## src/rtl/safe_lock_pkg.sv

```systemverilog
// safe_lock_pkg: shared state encoding and default sizing for the safe lock controller
package safe_lock_pkg;
    localparam int N_DEF           = 4;
    localparam int MAX_FAILS_DEF   = 3;
    localparam int OPEN_CYC_DEF    = 8;
    localparam int LOCKOUT_CYC_DEF = 16;
    localparam int RES_TIMEOUT_DEF = 8;
    typedef enum logic [2:0] {IDLE, SHIFT, WAIT_RES, OPEN, LOCKOUT} state_e;
endpackage

```

## src/rtl/safe_lock_timer.sv

```systemverilog
// safe_lock_timer: loadable down-counter; done_o is high on the last cycle of a loaded interval
module safe_lock_timer #(
    parameter int W = 5
) (
    input  logic         clk,
    input  logic         rstn,
    input  logic         start_i,
    input  logic [W-1:0] load_i,
    output logic         done_o
);
    logic [W-1:0] cnt_q, cnt_d;
    // reload on start, otherwise count down and rest at zero
    always_comb cnt_d = start_i ? load_i : (cnt_q != '0 ? cnt_q - 1'b1 : cnt_q);
    // counter register
    always_ff @(posedge clk or negedge rstn)
        if (!rstn) cnt_q <= '0;
        else       cnt_q <= cnt_d;
    assign done_o = (cnt_q == W'(1));
endmodule

```

## src/rtl/safe_lock_ctrl.sv

```systemverilog
// safe_lock_ctrl: keypad-to-serial-checker lock controller with unlock window and failure lockout
module safe_lock_ctrl import safe_lock_pkg::*; #(
    parameter int N           = N_DEF,
    parameter int MAX_FAILS   = MAX_FAILS_DEF,
    parameter int OPEN_CYC    = OPEN_CYC_DEF,
    parameter int LOCKOUT_CYC = LOCKOUT_CYC_DEF,
    parameter int RES_TIMEOUT = RES_TIMEOUT_DEF
) (
    input  logic                           clk,
    input  logic                           rstn,
    input  logic                           code_val,
    input  logic [N-1:0]                   code_data,
    output logic                           code_ready,
    output logic                           ser_val,
    output logic                           ser_data,
    input  logic                           ser_ready,
    input  logic                           chk_val,
    input  logic                           chk_data,
    output logic                           unlock,
    output logic                           locked_out,
    output logic                           alarm,
    output logic [$clog2(MAX_FAILS+1)-1:0] fail_cnt
);
    localparam int FW   = $clog2(MAX_FAILS + 1);
    localparam int BW   = $clog2(N + 1);
    localparam int TM1  = OPEN_CYC > LOCKOUT_CYC ? OPEN_CYC : LOCKOUT_CYC;
    localparam int TMAX = TM1 > RES_TIMEOUT ? TM1 : RES_TIMEOUT;
    localparam int TW   = $clog2(TMAX + 1);

    state_e          state_q, state_d;
    logic [N-1:0]    sh_q, sh_d;
    logic [BW-1:0]   bcnt_q, bcnt_d;
    logic [FW-1:0]   fail_q, fail_d, fail_nxt;
    logic            alarm_q, alarm_d;
    logic            t_start, t_done, res_ok, res_fail;
    logic [TW-1:0]   t_load;

    safe_lock_timer #(.W(TW)) u_timer (
        .clk     (clk),
        .rstn    (rstn),
        .start_i (t_start),
        .load_i  (t_load),
        .done_o  (t_done)
    );

    assign fail_nxt = (fail_q == FW'(MAX_FAILS)) ? fail_q : fail_q + 1'b1;

    // next state: a checker result in SHIFT/WAIT_RES ends the attempt at once, unsent bits are dropped
    always_comb begin
        state_d  = state_q;
        sh_d     = sh_q;
        bcnt_d   = bcnt_q;
        fail_d   = fail_q;
        alarm_d  = 1'b0;
        t_start  = 1'b0;
        t_load   = '0;
        res_ok   = 1'b0;
        res_fail = 1'b0;
        case (state_q)
            IDLE: if (code_val) begin
                sh_d    = code_data;
                bcnt_d  = '0;
                state_d = SHIFT;
            end
            SHIFT: if (chk_val) begin
                res_ok   = chk_data;
                res_fail = !chk_data;
            end else if (ser_ready) begin
                sh_d   = sh_q << 1;
                bcnt_d = bcnt_q + 1'b1;
                if (bcnt_q == BW'(N - 1)) begin
                    state_d = WAIT_RES;
                    t_start = 1'b1;
                    t_load  = TW'(RES_TIMEOUT);
                end
            end
            WAIT_RES: if (chk_val) begin
                res_ok   = chk_data;
                res_fail = !chk_data;
            end else if (t_done) res_fail = 1'b1;
            OPEN: if (t_done) state_d = IDLE;
            LOCKOUT: if (t_done) begin
                fail_d  = '0;
                state_d = IDLE;
            end
            default: state_d = IDLE;
        endcase
        if (res_ok) begin
            fail_d  = '0;
            state_d = OPEN;
            t_start = 1'b1;
            t_load  = TW'(OPEN_CYC);
        end
        if (res_fail) begin
            fail_d  = fail_nxt;
            state_d = IDLE;
            if (fail_nxt == FW'(MAX_FAILS)) begin
                state_d = LOCKOUT;
                alarm_d = 1'b1;
                t_start = 1'b1;
                t_load  = TW'(LOCKOUT_CYC);
            end
        end
    end

    // state and datapath registers
    always_ff @(posedge clk or negedge rstn)
        if (!rstn) begin
            state_q <= IDLE;
            sh_q    <= '0;
            bcnt_q  <= '0;
            fail_q  <= '0;
            alarm_q <= 1'b0;
        end else begin
            state_q <= state_d;
            sh_q    <= sh_d;
            bcnt_q  <= bcnt_d;
            fail_q  <= fail_d;
            alarm_q <= alarm_d;
        end

    assign code_ready = (state_q == IDLE);
    assign ser_val    = (state_q == SHIFT);
    assign ser_data   = (state_q == SHIFT) && sh_q[N-1];
    assign unlock     = (state_q == OPEN);
    assign locked_out = (state_q == LOCKOUT);
    assign alarm      = alarm_q;
    assign fail_cnt   = fail_q;
endmodule

```

## config.mk

```make
export PLATFORM = sky130hd
export DESIGN_NAME = safe_lock_ctrl
export DESIGN_NICKNAME = d
export VERILOG_FILES = /design/src/rtl/safe_lock_pkg.sv /design/src/rtl/safe_lock_timer.sv /design/src/rtl/safe_lock_ctrl.sv
export SDC_FILE = /design/constraint.sdc
export NUM_CORES = 1
export LEC_CHECK = 0
export ABC_CLOCK_PERIOD_IN_PS = 3370
export BUFFER_PORTS_ARGS = -buffer_cell sky130_fd_sc_hd__buf_2
export CAP_MARGIN = 40
export CORE_MARGIN = 5
export CORE_UTILIZATION = 25
export CTS_CLUSTER_DIAMETER = 60
export DETAILED_ROUTE_END_ITERATION = 10
export GPL_TIMING_DRIVEN = 0
export PLACE_DENSITY_LB_ADDON = 0.05
export SLEW_MARGIN = 25
export SYNTH_ARGS = -nofsm -noshare
export SYNTH_HDL_FRONTEND = slang
export SYNTH_HIERARCHICAL = 1
export SYNTH_SLANG_ARGS = --single-unit
```

## constraint.sdc

```tcl
create_clock -name clk -period 3.37 [get_ports clk]
set_input_delay 0.674 -clock clk [delete_from_list [all_inputs] [get_ports clk]]
set_output_delay 0.674 -clock clk [all_outputs]
set_load 0.005 [all_outputs]
```

Yosys cells after proc, flatten, opt, wreduce, memory -nomap -nowiden --
Cells that the tools add are included.
Storage, ports and cells: bits in registers 18, output and inout bits 8, word-level logic and storage cells 85, input port bits 10
Cells by class: add/sub/neg operators 3, mux-type cells 46, eq/ne operators 17, reduce and logical (&&, ||, !) cells 13
Operators by type and width (count):
- 3-bit 2-to-1 mux | 11
- 4-bit 2-to-1 mux | 7
- 5-bit 2-to-1 mux | 5
- 1-bit 2-to-1 mux | 14
- 4-bit by 1-bit inequality test with 1-bit output, second input constant | 3
- 3-bit one-hot mux with 4 select lines | 1
- 2-bit 2-to-1 mux | 5
- 3-bit by 2-bit equality test with 1-bit output, second input constant | 3
- 4-bit by 2-bit inequality test with 1-bit output, second input constant | 2
- 4-bit one-hot mux with 2 select lines | 1
- 3-bit one-hot mux with 2 select lines | 1
- 6-bit AND reduction | 1
- 3-bit nonzero test | 2
- 5-bit by 1-bit equality test with 1-bit output, second input constant | 1
- 5-bit nonzero test | 1
- 5-bit by 1-bit subtractor with 5-bit output, second input constant | 1
- 2-bit equality test, second input constant | 2
- 2-bit inequality test, second input constant | 2
- 4-bit AND reduction | 1
- 2-bit nonzero test | 2
- 2-bit OR reduction | 2
- 3-bit by 1-bit adder with 3-bit output, second input constant | 1
- 3-bit by 1-bit equality test with 1-bit output, second input constant | 1
- 3-bit equality test, second input constant | 1
- other kinds (8) | 8

Longest topological paths before layout --
Gate-level depths: netlist of run 1.
word-level depth 9, depth in mapped cells 10, mapped depth without buffers 9

Modules after synthesis --
Netlist of run 1, hierarchy kept.
Modules (own cells, without submodules):
- safe_lock_ctrl | cells each 76, times used 1, area each 818.3 um^2, sequential area each 325.3 um^2
- safe_lock_timer | cells each 29, times used 1, area each 306.5 um^2, sequential area each 125.1 um^2

Least setup slack after synthesis of run 1 --
OpenSTA, ideal clock, no wires.
path type reg2reg, start point register u_timer.cnt_q[1], end point register u_timer.cnt_q[1], clock period less this slack 2.414 ns, required time 3.245 ns, path slack 0.956 ns, cell stages (with the launch flop) 10, buffers on the path 1, library setup time 0.125 ns, arrival time 2.289 ns, path through dfrtp_1 > inv_1 > ha_1 > nor4b_1 > nor4bb_1 > a31oi_1 > nor2_4 > a21o_1 > buf_1 > mux2_2
Between the ends: word-level cells in the longest chain between the ends 6, elaborated cells between the ends (all ways) 11, classes of those cells add/sub: 1; eq/ne: 1; mux: 7; reduce/logical: 2
RTL lines:
- from (decl) | line safe_lock_timer.sv:11 | logic [W-1:0] cnt_q, cnt_d;
- from (signal assigned) | line safe_lock_timer.sv:17 | else cnt_q <= cnt_d;
- 5-bit by 1-bit equality test with 1-bit output (*) | line safe_lock_timer.sv:18 | assign done_o = (cnt_q == W'(1));
- net t_done | line safe_lock_ctrl.sv:35 | logic t_start, t_done, res_ok, res_fail;
- 1-bit 2-to-1 mux (*) | line safe_lock_ctrl.sv:80 | end else if (t_done) res_fail = 1'b1;
- 1-bit 2-to-1 mux (*) | line safe_lock_ctrl.sv:77 | WAIT_RES: if (chk_val) begin
- 1-bit one-hot mux with 2 select lines (*) | line safe_lock_ctrl.sv:59 | case (state_q)
- 1-bit 2-to-1 mux (*) | line safe_lock_ctrl.sv:94 | if (res_fail) begin
- net t_start | line safe_lock_ctrl.sv:35
- 5-bit 2-to-1 mux or 2-bit nonzero test (tied branches)
The timed path passes the listed nets; every way through them passes the cells marked *. The select of a mux whose other input is x is not followed. A chain may end at the register's enable or synchronous reset.

Worst setup path in the final report of run 1 --
Same ends and word-level chain as after synthesis.

==> impl_metrics.yaml, run 1 <==
run_status:
  run_status: "complete, no violations"
logic_synthesis:
  synth-edff-count: 0
  synth_seq_cells: 18
  mappedNetlistArea_um2: 1120
  syn-mean-instance-area_um2: 10.7
  netlist-cell-type-count: 44
  yosys_most_used_dff: "dfrtp_1"
  ys_async_sr_fraction_pct: 100
  yosys_warnings: 6
  synth_sequential_area_ratio_pct: 40.0
  netlist_instances: 105
floorplanning:
  floorplan.initialDensity_pct: 25.8
  dieWidth_um: 77.1
  placement_rows: 24
  design.die.area_um2: 5940
  core_region_area_um2: 4350
  dieHeight_um: 77.1
  top_level_ports: 18
critical_path:
  path_class: "register to register"
  worst_ep_arrival_time_ps: 2840
  family_of_cells_with_the_greatest_summed_delay_on_the_critical_path: "simple AND/OR/NAND/NOR gates"
  worstPathCellList: "inv_1 -> ha_1 -> nor4b_1 -> buf_2 -> nor4bb_1 -> a31oi_1 -> nor2_4 -> a21o_1 -> buf_1 -> mux2_2"
  critical_path.max_fanout: 9
  cp_slowest_cell: "dfrtp_1"
  cpPeakStageDelay_ps: 380
  timing.critical_path.buf_inv: 3
  critical_path_required_ps: 3510
  critPathLaunchType: "register"
  crit_path_end_kind: "register"
timing:
  final_hold_viol_count: 0
  rsz0062_at_grt: "no"
  fmaxAchievable_mhz: 371
  finalSetupTns_ps: 0
  final_min_period_over_clock_period_pct: 80.0
  final_max_slew_viol_count: 0
  finalHoldWorstSlack_ps: 353
  final_critical_path_setup_slack_ps: 675
  layout_min_cycle_time_ps: 2700
  final-setup-viol-count: 0
  timing.clock.skew_ps: 3.14
cells_and_area:
  signed_area_change_from_the_synthesized_netlist_to_the_final_layout_pct: 19.4
  design_area_um2: 1340
  fraction_of_final_layout_cells_sized_beyond_drive_strength_1_pct: 30.2
  antenna-diode-count: 0
  number_of_nets_in_the_final_layout: 144
detailed_routing:
  detail-route-antenna-nets: 0
  routed_wl_um: 2380
  route.detailed.wl_per_inst_um: 13.2
  drcViolationCount: 0
  routed-via-count: 831
  dr.pass1.iters: 4
  detailedRoute.firstIterationViolations: 79
  avgViaCountPerCell: 4.59
global_route:
  global_route.usage.total_pct: 8.36
  grt_first_pass_wirelength_um: 4070
  number_of_antenna_violations_at_the_first_check_in_global_routing: 0
  number_of_global_route_vias_before_repair: 821
  grt_use_met3_pct: 1.87
  global_route.usage.met1_pct: 11.5
  largest_net_degree_at_the_start_of_global_routing: 19
  grt.busiest_layer: "met2"
  grt_remaining_overflow: 0
  gr-usage-met2_pct: 12.7
power:
  power-per-cell-area_nw_per_um2: 844
  power.total_mw: 1.13
  total_leakage_power_nw: 0.622
  irDropWorstVdd_v: 0.000258
clocking:
  cts_clk_pin_slew_worst_paths_ps: 80
  tritoncts: "done"
  cts-root-buf: "clkbuf_8"
  numClockSinks: 18
  worstSkewPairLatency_ps: 250
  cts-resized-gates: 0
  postCtsSetupRepairBufs: 0
  cts-root-to-sink-buffers: 2
  cts_made_buffers: 3
  cts.hold.buffers_added: 0
  maximum_level_of_the_cts_h_tree: 1
placed_design:
  post-dp-hpwl_um: 1720
  numPortBuffers: 17
  gp_routability_congestion: 0.680
  dpl_cell_area_um2: 1290
  place_ws_ps: 692
min_path:
  path_class_of_the_lowest_slack_min_delay_path: "input pin to asynchronous set/reset pin"
flow_run:
  cap_viol_max_count: 0
[worst reg2reg max path: stages (launching register included)]
cell and delay (ps):
dfrtp_1 380, inv_1 100, ha_1 140, nor4b_1 370, buf_2 240, nor4bb_1 230
a31oi_1 110, nor2_4 210, a21o_1 140, buf_1 300, mux2_2 380
[power by group]
group / total, mW / switching (mW) / internal (mW)
registers: 0.389 / 0.0847 / 0.304
logic: 0.563 / 0.275 / 0.288
clock network: 0.181 / 0.0774 / 0.104
[per-stage QoR]
step,util (%),cells
after global placement,29.5,176
after global routing,30.8,181
after floorplan,-,107
final,30.8,181
after CTS,30.8,181
after detailed placement,29.6,177
[cell usage in the layout (no fill, tap or decap), types with 4 or more instances in the layout]
cell	n
a21oi_1	4
buf_2	18
clkbuf_8	4
dfrtp_1	18
ha_1	4
inv_1	6
mux2i_1	5
nand2_1	12
o21ai_0	6
[per-layer routing]
metal / routed length (um) / share of wire, %
met1: 1170 / 49
met2: 1110 / 46
met3: 91 / 3.8
met4: 14 / 0.59
met5: 0 / 0
[cell usage after synthesis, types with 2 or more instances]
library cell / count / area share (%)
mux2i_1: 5 / 4.4
buf_6: 3 / 3.0
o21ai_0: 6 / 2.7
nand3_1: 2 / 0.89
nand2_1: 12 / 4.0
inv_1: 6 / 2.0
ha_1: 4 / 4.4
a22o_1: 2 / 1.6
nand3b_1: 2 / 1.3
nor3_1: 2 / 0.89
dfrtp_1: 18 / 40
o21ai_1: 3 / 1.3
and2_1: 2 / 1.1
a21o_1: 2 / 1.3
a32o_1: 2 / 1.8
a21oi_1: 4 / 1.8
xnor2_1: 2 / 1.6
o31ai_1: 2 / 1.3
[kinds of logic after synthesis]
family                     count (synthesis)  synth area share (%)
AOI/OAI and AO/OA                         28                  18.4
xor gates and xnor gates                   3                  2.34
adders and majority gates                  4                  4.45
buffers and inverters                     11                  6.01
DFF                                       18                  40.0
muxes                                      6                  5.45
other                                      1                 0.333
and+or+nand+nor                           34                  23.0
[area by class of cell]
class / instances / area [um2]
Inverter: 6 / 22.5
Fill cell: 443 / 3010
Tap cell: 52 / 65.1
Timing Repair Buffer: 18 / 90.1
Clock buffer: 4 / 55.1
Buffer: 5 / 45.0
Sequential cell: 18 / 450
Multi-Input combinational cell: 78 / 614
[path summary, 6_finish.rpt]
kind / start / end / slack, ps / cells after the start
setup / recovery: u_timer/cnt_q[1]$_DFFE_PN0P_ / u_timer/cnt_q[1]$_DFFE_PN0P_ / 670 / 10
hold / removal: rstn / bcnt_q[2]$_DFFE_PN0P_ / 350 / 1
setup reg to reg: u_timer/cnt_q[1]$_DFFE_PN0P_ / u_timer/cnt_q[1]$_DFFE_PN0P_ / 670 / 10
hold reg to reg: sh_q[3]$_DFFE_PN0P_ / sh_q[3]$_DFFE_PN0P_ / 490 / 2
max in group asynchronous: rstn / u_timer/cnt_q[4]$_DFFE_PN0P_ / 2700 / 1
min in group clk: sh_q[3]$_DFFE_PN0P_ / sh_q[3]$_DFFE_PN0P_ / 490 / 2
[registers in the layout, indices dropped and copies added (netlist names)]
name	flops
state_q	3
sh_q	4
bcnt_q	3
u_timer/cnt_q	5
alarm	1
fail_cnt	2
Note: power is estimated with default switching activity, not from simulation.
==> run 2: changes to the inputs <==
--- a/config.mk
+++ b/config.mk
@@ -5,7 +5,7 @@
 export SDC_FILE = /design/constraint.sdc
 export NUM_CORES = 1
 export LEC_CHECK = 0
-export ABC_CLOCK_PERIOD_IN_PS = 3370
+export ABC_CLOCK_PERIOD_IN_PS = 2500
 export BUFFER_PORTS_ARGS = -buffer_cell sky130_fd_sc_hd__buf_2
 export CAP_MARGIN = 40
 export CORE_MARGIN = 5
==> constraint.sdc (replaced) <==
create_clock -name clk -period 2.5 [get_ports clk]
set_input_delay 0.5 -clock clk [delete_from_list [all_inputs] [get_ports clk]]
set_output_delay 0.5 -clock clk [all_outputs]
set_load 0.005 [all_outputs]
==> run 2 against run 1 <==
Compared with the run above:
- utilization increased by 0.23 points
- design area rose by 0.75%
- combinational power rose by 36%
- worst hold slack worse by 170 ps
- critical endpoint unchanged
- clock skew down 2.1 ps
- via count fell by 0.96%
- sequential share of layout area is 0.25 points lower
- clock power increased by 36%
==> impl_metrics.yaml, run 2 (synthesis gave the netlist of run 1 again) <==
timing:
  timing.clock.skew_ps: 1.08
  final_min_period_over_clock_period_pct: 91.7
  final_max_slew_viol_count: 0
  final-setup-viol-count: 0
  finalSetupTns_ps: 0
  final_critical_path_setup_slack_ps: 208
  layout_min_cycle_time_ps: 2290
  final_hold_viol_count: 0
  rsz0062_at_grt: "no"
  fmaxAchievable_mhz: 436
  finalHoldWorstSlack_ps: 179
placed_design:
  place_ws_ps: -178
  numPortBuffers: 17
  dp.cells: 177
  gp_routability_congestion: 0.680
  dpl_cell_area_um2: 1290
  post-dp-hpwl_um: 1720
detailed_routing:
  routed-via-count: 823
  drcViolationCount: 0
  avgViaCountPerCell: 4.57
  dr.pass1.iters: 4
  route.detailed.wl_per_inst_um: 13.2
  detailedRoute.firstIterationViolations: 65
  detail-route-antenna-nets: 0
  routed_wl_um: 2380
critical_path:
  worst_ep_arrival_time_ps: 2440
  path_class: "register to register"
  worstRegToRegCells: 9
  crit_path_end_kind: "register"
  critical_path.max_fanout: 9
  cp_slowest_cell: "dfrtp_1"
  r2r_slack_ps: 210
  regToRegStartpoint: "u_timer/cnt_q[1]$_DFFE_PN0P_"
  worstReg2RegEnd: "u_timer/cnt_q[1]$_DFFE_PN0P_"
  worstPathCellList: "inv_1 -> ha_1 -> nor4b_2 -> buf_2 -> nor4bb_1 -> a31oi_1 -> nor2_4 -> a21o_4 -> mux2_2"
  critPathLaunchType: "register"
  cpPeakStageDelay_ps: 380
  critical_path_required_ps: 2640
global_route:
  global_route.usage.total_pct: 8.36
  number_of_global_route_vias_before_repair: 820
  grt_first_pass_wirelength_um: 4070
  number_of_antenna_violations_at_the_first_check_in_global_routing: 0
  largest_net_degree_at_the_start_of_global_routing: 19
  grt_remaining_overflow: 0
clocking:
  worstSkewPairLatency_ps: 250
  cts-root-to-sink-buffers: 2
  cts-root-buf: "clkbuf_8"
  postCtsSetupRepairBufs: 0
  maximum_level_of_the_cts_h_tree: 1
  tritoncts: "done"
  cts_made_buffers: 3
  cts_clk_pin_slew_worst_paths_ps: 80
  numClockSinks: 18
cells_and_area:
  fraction_of_final_layout_cells_sized_beyond_drive_strength_1_pct: 32.0
  largest_register_ff_count: 5
  regMostFlops: "u_timer/cnt_q"
  antenna-diode-count: 0
  biggestRegsByFlops: "u_timer/cnt_q x5, sh_q x4"
  final-instance-count-excl-fill: 180
  design_area_um2: 1350
  signed_area_change_from_the_synthesized_netlist_to_the_final_layout_pct: 20.2
  final_cell_mix: "18 x dfrtp_1, 18 x buf_2, 12 x nand2_1"
  fin_util_pct: 31.1
  number_of_nets_in_the_final_layout: 143
flow_run:
  cap_viol_max_count: 0
floorplanning:
  design.die.area_um2: 5940
  floorplan.initialDensity_pct: 25.8
  core_region_area_um2: 4350
  dieHeight_um: 77.1
  placement_rows: 24
  top_level_ports: 18
  dieWidth_um: 77.1
run_status:
  run_status: "complete, no violations"
power:
  total_leakage_power_nw: 0.620
  irDropWorstVdd_v: 0.000352
  power.total_mw: 1.54
  power-per-cell-area_nw_per_um2: 1140
min_path:
  path_class_of_the_lowest_slack_min_delay_path: "input pin to asynchronous set/reset pin"
==> run 2: cell count changes in the layout (fill, tap and decap cells not counted) <==
cell     previous run  this run
nor4b_1             1         0
buf_1               1         0
a21o_4              0         1
a21o_1              2         1
nor4b_2             0         1
==> run 2: power by group <==
group | internal [mW] | leakage [nW] | switching, mW
Combinational | 0.395 | 0.362 | 0.372
Sequential | 0.409 | 0.229 | 0.117
Clock | 0.140 | 0.0288 | 0.107
Total | 0.945 | 0.620 | 0.596
==> run 2: critical path: cells and delay by family, from the launching register on <==
kind            cells  cell delay, ps
simple gates        3             690
mux                 1             330
compound gates      2             320
fa+ha+maj           1             140
flops               1             380
buf+inv             2             300
==> run 2: per-layer routing <==
metal	share of wire (%)	wire [um]	up-vias	GRT usage (%)
li1	-	-	426	-
met1	50	1180	380	11.5
met2	45	1080	15	12.7
met3	4.4	104	2	1.87
met4	0.59	14	0	3.09
met5	0	0	-	0
==> run 2: worst max-delay path by stage <==
stage | slack [ps] | from | to | cells past startpoint
floorplan | 90 | u_timer/cnt_q[1]$_DFFE_PN0P_ | u_timer/cnt_q[1]$_DFFE_PN0P_ | 9
global placement | -440 | u_timer/cnt_q[1]$_DFFE_PN0P_ | u_timer/cnt_q[1]$_DFFE_PN0P_ | 9
global route | 50 | u_timer/cnt_q[1]$_DFFE_PN0P_ | u_timer/cnt_q[1]$_DFFE_PN0P_ | 9
CTS | 80 | u_timer/cnt_q[1]$_DFFE_PN0P_ | u_timer/cnt_q[1]$_DFFE_PN0P_ | 9
finish | 210 | u_timer/cnt_q[1]$_DFFE_PN0P_ | u_timer/cnt_q[1]$_DFFE_PN0P_ | 9
detailed placement | -180 | u_timer/cnt_q[1]$_DFFE_PN0P_ | u_timer/cnt_q[1]$_DFFE_PN0P_ | 10
==> run 2: cell type report <==
class                           instances  area, um2
Timing Repair Buffer                   18       90.1
Buffer                                  4       41.3
Clock buffer                            4       55.1
Inverter                                6       22.5
Tap cell                               52       65.1
Multi-Input combinational cell         78        628
Fill cell                             440       3000
Sequential cell                        18        450
==> run 2: what timing repair did <==
action                                  in CTS  in global routing
hold buffers                                 0                  0
endpoints found under the setup margin       3                  1
resized for setup                            1                  2
==> run 3: changes to the inputs <==
--- a/config.mk
+++ b/config.mk
@@ -8,8 +8,8 @@
 export ABC_CLOCK_PERIOD_IN_PS = 2500
 export BUFFER_PORTS_ARGS = -buffer_cell sky130_fd_sc_hd__buf_2
 export CAP_MARGIN = 40
-export CORE_MARGIN = 5
-export CORE_UTILIZATION = 25
+export CORE_MARGIN = 2
+export CORE_UTILIZATION = 37
 export CTS_CLUSTER_DIAMETER = 60
 export DETAILED_ROUTE_END_ITERATION = 10
 export GPL_TIMING_DRIVEN = 0
==> run 3 against run 2 <==
Compared with the run above:
- die area fell by 41%
- count of clock-buffer cells in the layout did not move
- via count rose by 0.85%
- highest routed layer unchanged
- critical endpoint unchanged
- global-route usage rose by 6.2 points
- largest cell class unchanged
- total power fell by 4.1%
- setup slack got worse by 13 ps
==> impl_metrics.yaml, run 3 (synthesis gave the netlist of run 1 again) <==
clocking:
  postCtsSetupRepairBufs: 0
  worstSkewPairLatency_ps: 300
  numClockSinks: 18
  cts_clk_pin_slew_worst_paths_ps: 110
  maximum_level_of_the_cts_h_tree: 1
  tritoncts: "done"
  cts-root-to-sink-buffers: 2
  cts-root-buf: "clkbuf_4"
  cts_made_buffers: 3
placed_design:
  dp.cells: 158
  place_ws_ps: -226
  gp_routability_congestion: 0.740
  numPortBuffers: 17
  post-dp-hpwl_um: 1550
global_route:
  grt_use_met3_pct: 2.40
  grt.busiest_layer: "met2"
  number_of_global_route_vias_before_repair: 852
  global_route.usage.met1_pct: 19.4
  largest_net_degree_at_the_start_of_global_routing: 19
  number_of_antenna_violations_at_the_first_check_in_global_routing: 0
  global_route.usage.total_pct: 14.6
  gr-usage-met2_pct: 22.7
  grt_first_pass_wirelength_um: 3830
  grt_remaining_overflow: 0
cells_and_area:
  regMostFlops: "u_timer/cnt_q"
  multi_input_comb_area_um2: 628
  fraction_of_final_layout_cells_sized_beyond_drive_strength_1_pct: 32.0
  biggestRegsByFlops: "u_timer/cnt_q x5, sh_q x4"
  final_cell_mix: "18 x dfrtp_1, 17 x buf_2, 12 x nand2_1"
  number_of_nets_in_the_final_layout: 143
  antenna-diode-count: 0
  final-instance-count-excl-fill: 161
  nFillCells: 302
  signed_area_change_from_the_synthesized_netlist_to_the_final_layout_pct: 16.5
  largest_register_ff_count: 5
  final_common_cell: "dfrtp_1"
  sequential_cell_area_um2: 450
timing:
  final_min_period_over_clock_period_pct: 92.2
  fmaxAchievable_mhz: 434
  final-setup-viol-count: 0
  timing.clock.skew_ps: 8.21
  final_critical_path_setup_slack_ps: 195
  final_max_slew_viol_count: 0
  layout_min_cycle_time_ps: 2300
  final_hold_viol_count: 0
detailed_routing:
  route.detailed.wl_per_inst_um: 13.6
  dr.pass1.iters: 2
  routed_wl_um: 2200
  avgViaCountPerCell: 5.16
  drcViolationCount: 0
  routed-via-count: 830
  detail-route-antenna-nets: 0
  detailedRoute.firstIterationViolations: 16
critical_path:
  r2r_slack_ps: 200
  critical_path.max_fanout: 9
  worstRegToRegCells: 9
  worstReg2RegEnd: "u_timer/cnt_q[1]$_DFFE_PN0P_"
  crit_path_end_kind: "register"
  worst_ep_arrival_time_ps: 2490
  critical_path_required_ps: 2690
  regToRegStartpoint: "u_timer/cnt_q[1]$_DFFE_PN0P_"
  path_class: "register to register"
  critPathLaunchType: "register"
power:
  power-per-cell-area_nw_per_um2: 1130
  total_leakage_power_nw: 0.611
  irDropWorstVdd_v: 0.000452
floorplanning:
  core_region_area_um2: 2980
  dieHeight_um: 59.1
  dieWidth_um: 59.1
  top_level_ports: 18
  design.die.area_um2: 3500
  floorplan.initialDensity_pct: 37.8
  placement_rows: 20
flow_run:
  cap_viol_max_count: 0
run_status:
  run_status: "complete, no violations"
min_path:
  path_class_of_the_lowest_slack_min_delay_path: "input pin to asynchronous set/reset pin"
==> run 3: final cells by class <==
class | count | share of cell area (%)
clock buffers | 4 | 2.77
flip-flops and latches | 18 | 34.4
inverters | 6 | 1.72
plain buffers | 4 | 3.15
multi-input cells | 78 | 47.9
repair buffers | 18 | 6.88
well taps | 33 | 3.15
==> run 3: routing by layer <==
layer	up-vias	wire length, um
li1	421	-
met1	392	1080
met2	13	1000
met3	4	80
met4	0	34
met5	-	0
==> run 3: worst max-delay path by stage <==
stage / startpoint / to / slack, ps
floorplan: u_timer/cnt_q[1]$_DFFE_PN0P_ / u_timer/cnt_q[1]$_DFFE_PN0P_ / 90
global placement: u_timer/cnt_q[1]$_DFFE_PN0P_ / u_timer/cnt_q[1]$_DFFE_PN0P_ / -420
detailed placement: u_timer/cnt_q[1]$_DFFE_PN0P_ / u_timer/cnt_q[1]$_DFFE_PN0P_ / -230
CTS: u_timer/cnt_q[1]$_DFFE_PN0P_ / u_timer/cnt_q[1]$_DFFE_PN0P_ / 20
global route: u_timer/cnt_q[1]$_DFFE_PN0P_ / u_timer/cnt_q[1]$_DFFE_PN0P_ / -50
finish: u_timer/cnt_q[1]$_DFFE_PN0P_ / u_timer/cnt_q[1]$_DFFE_PN0P_ / 200
==> run 3: critical path, stage by stage, from the launching register on <==
cell and delay (ps):
dfrtp_1 390, inv_1 90, ha_1 140, nor4b_2 240
clkbuf_2 200, nor4bb_1 230, a31oi_1 130, nor2_4 230
a21o_4 200, mux2_2 330
==> run 3: through the flow <==
step	instance area [um2]	power, mW	hold slack (ps)	utilization [%]	setup TNS [ps]
detailed placement	1260	1.29	461	42.4	-322
floorplan	1130	1.11	204	-	0
global placement	1260	1.27	459	42.3	-1250
CTS	1300	1.48	121	43.7	0
global route	1310	1.61	137	44.0	-45.8
finish	1310	1.48	118	44.0	0
==> run 3: timing repair <==
action | in CTS | in global routing
hold buffers | 0 | 0
resized for setup | 1 | 3
endpoints found under the setup margin | 5 | 4
pin swaps | 0 | 0
==> run 3: report_power, final <==
part	internal, mW	switching, mW	total [mW]
sequential	0.409	0.120	0.529
combinational	0.395	0.370	0.765
clock	0.0887	0.0946	0.183
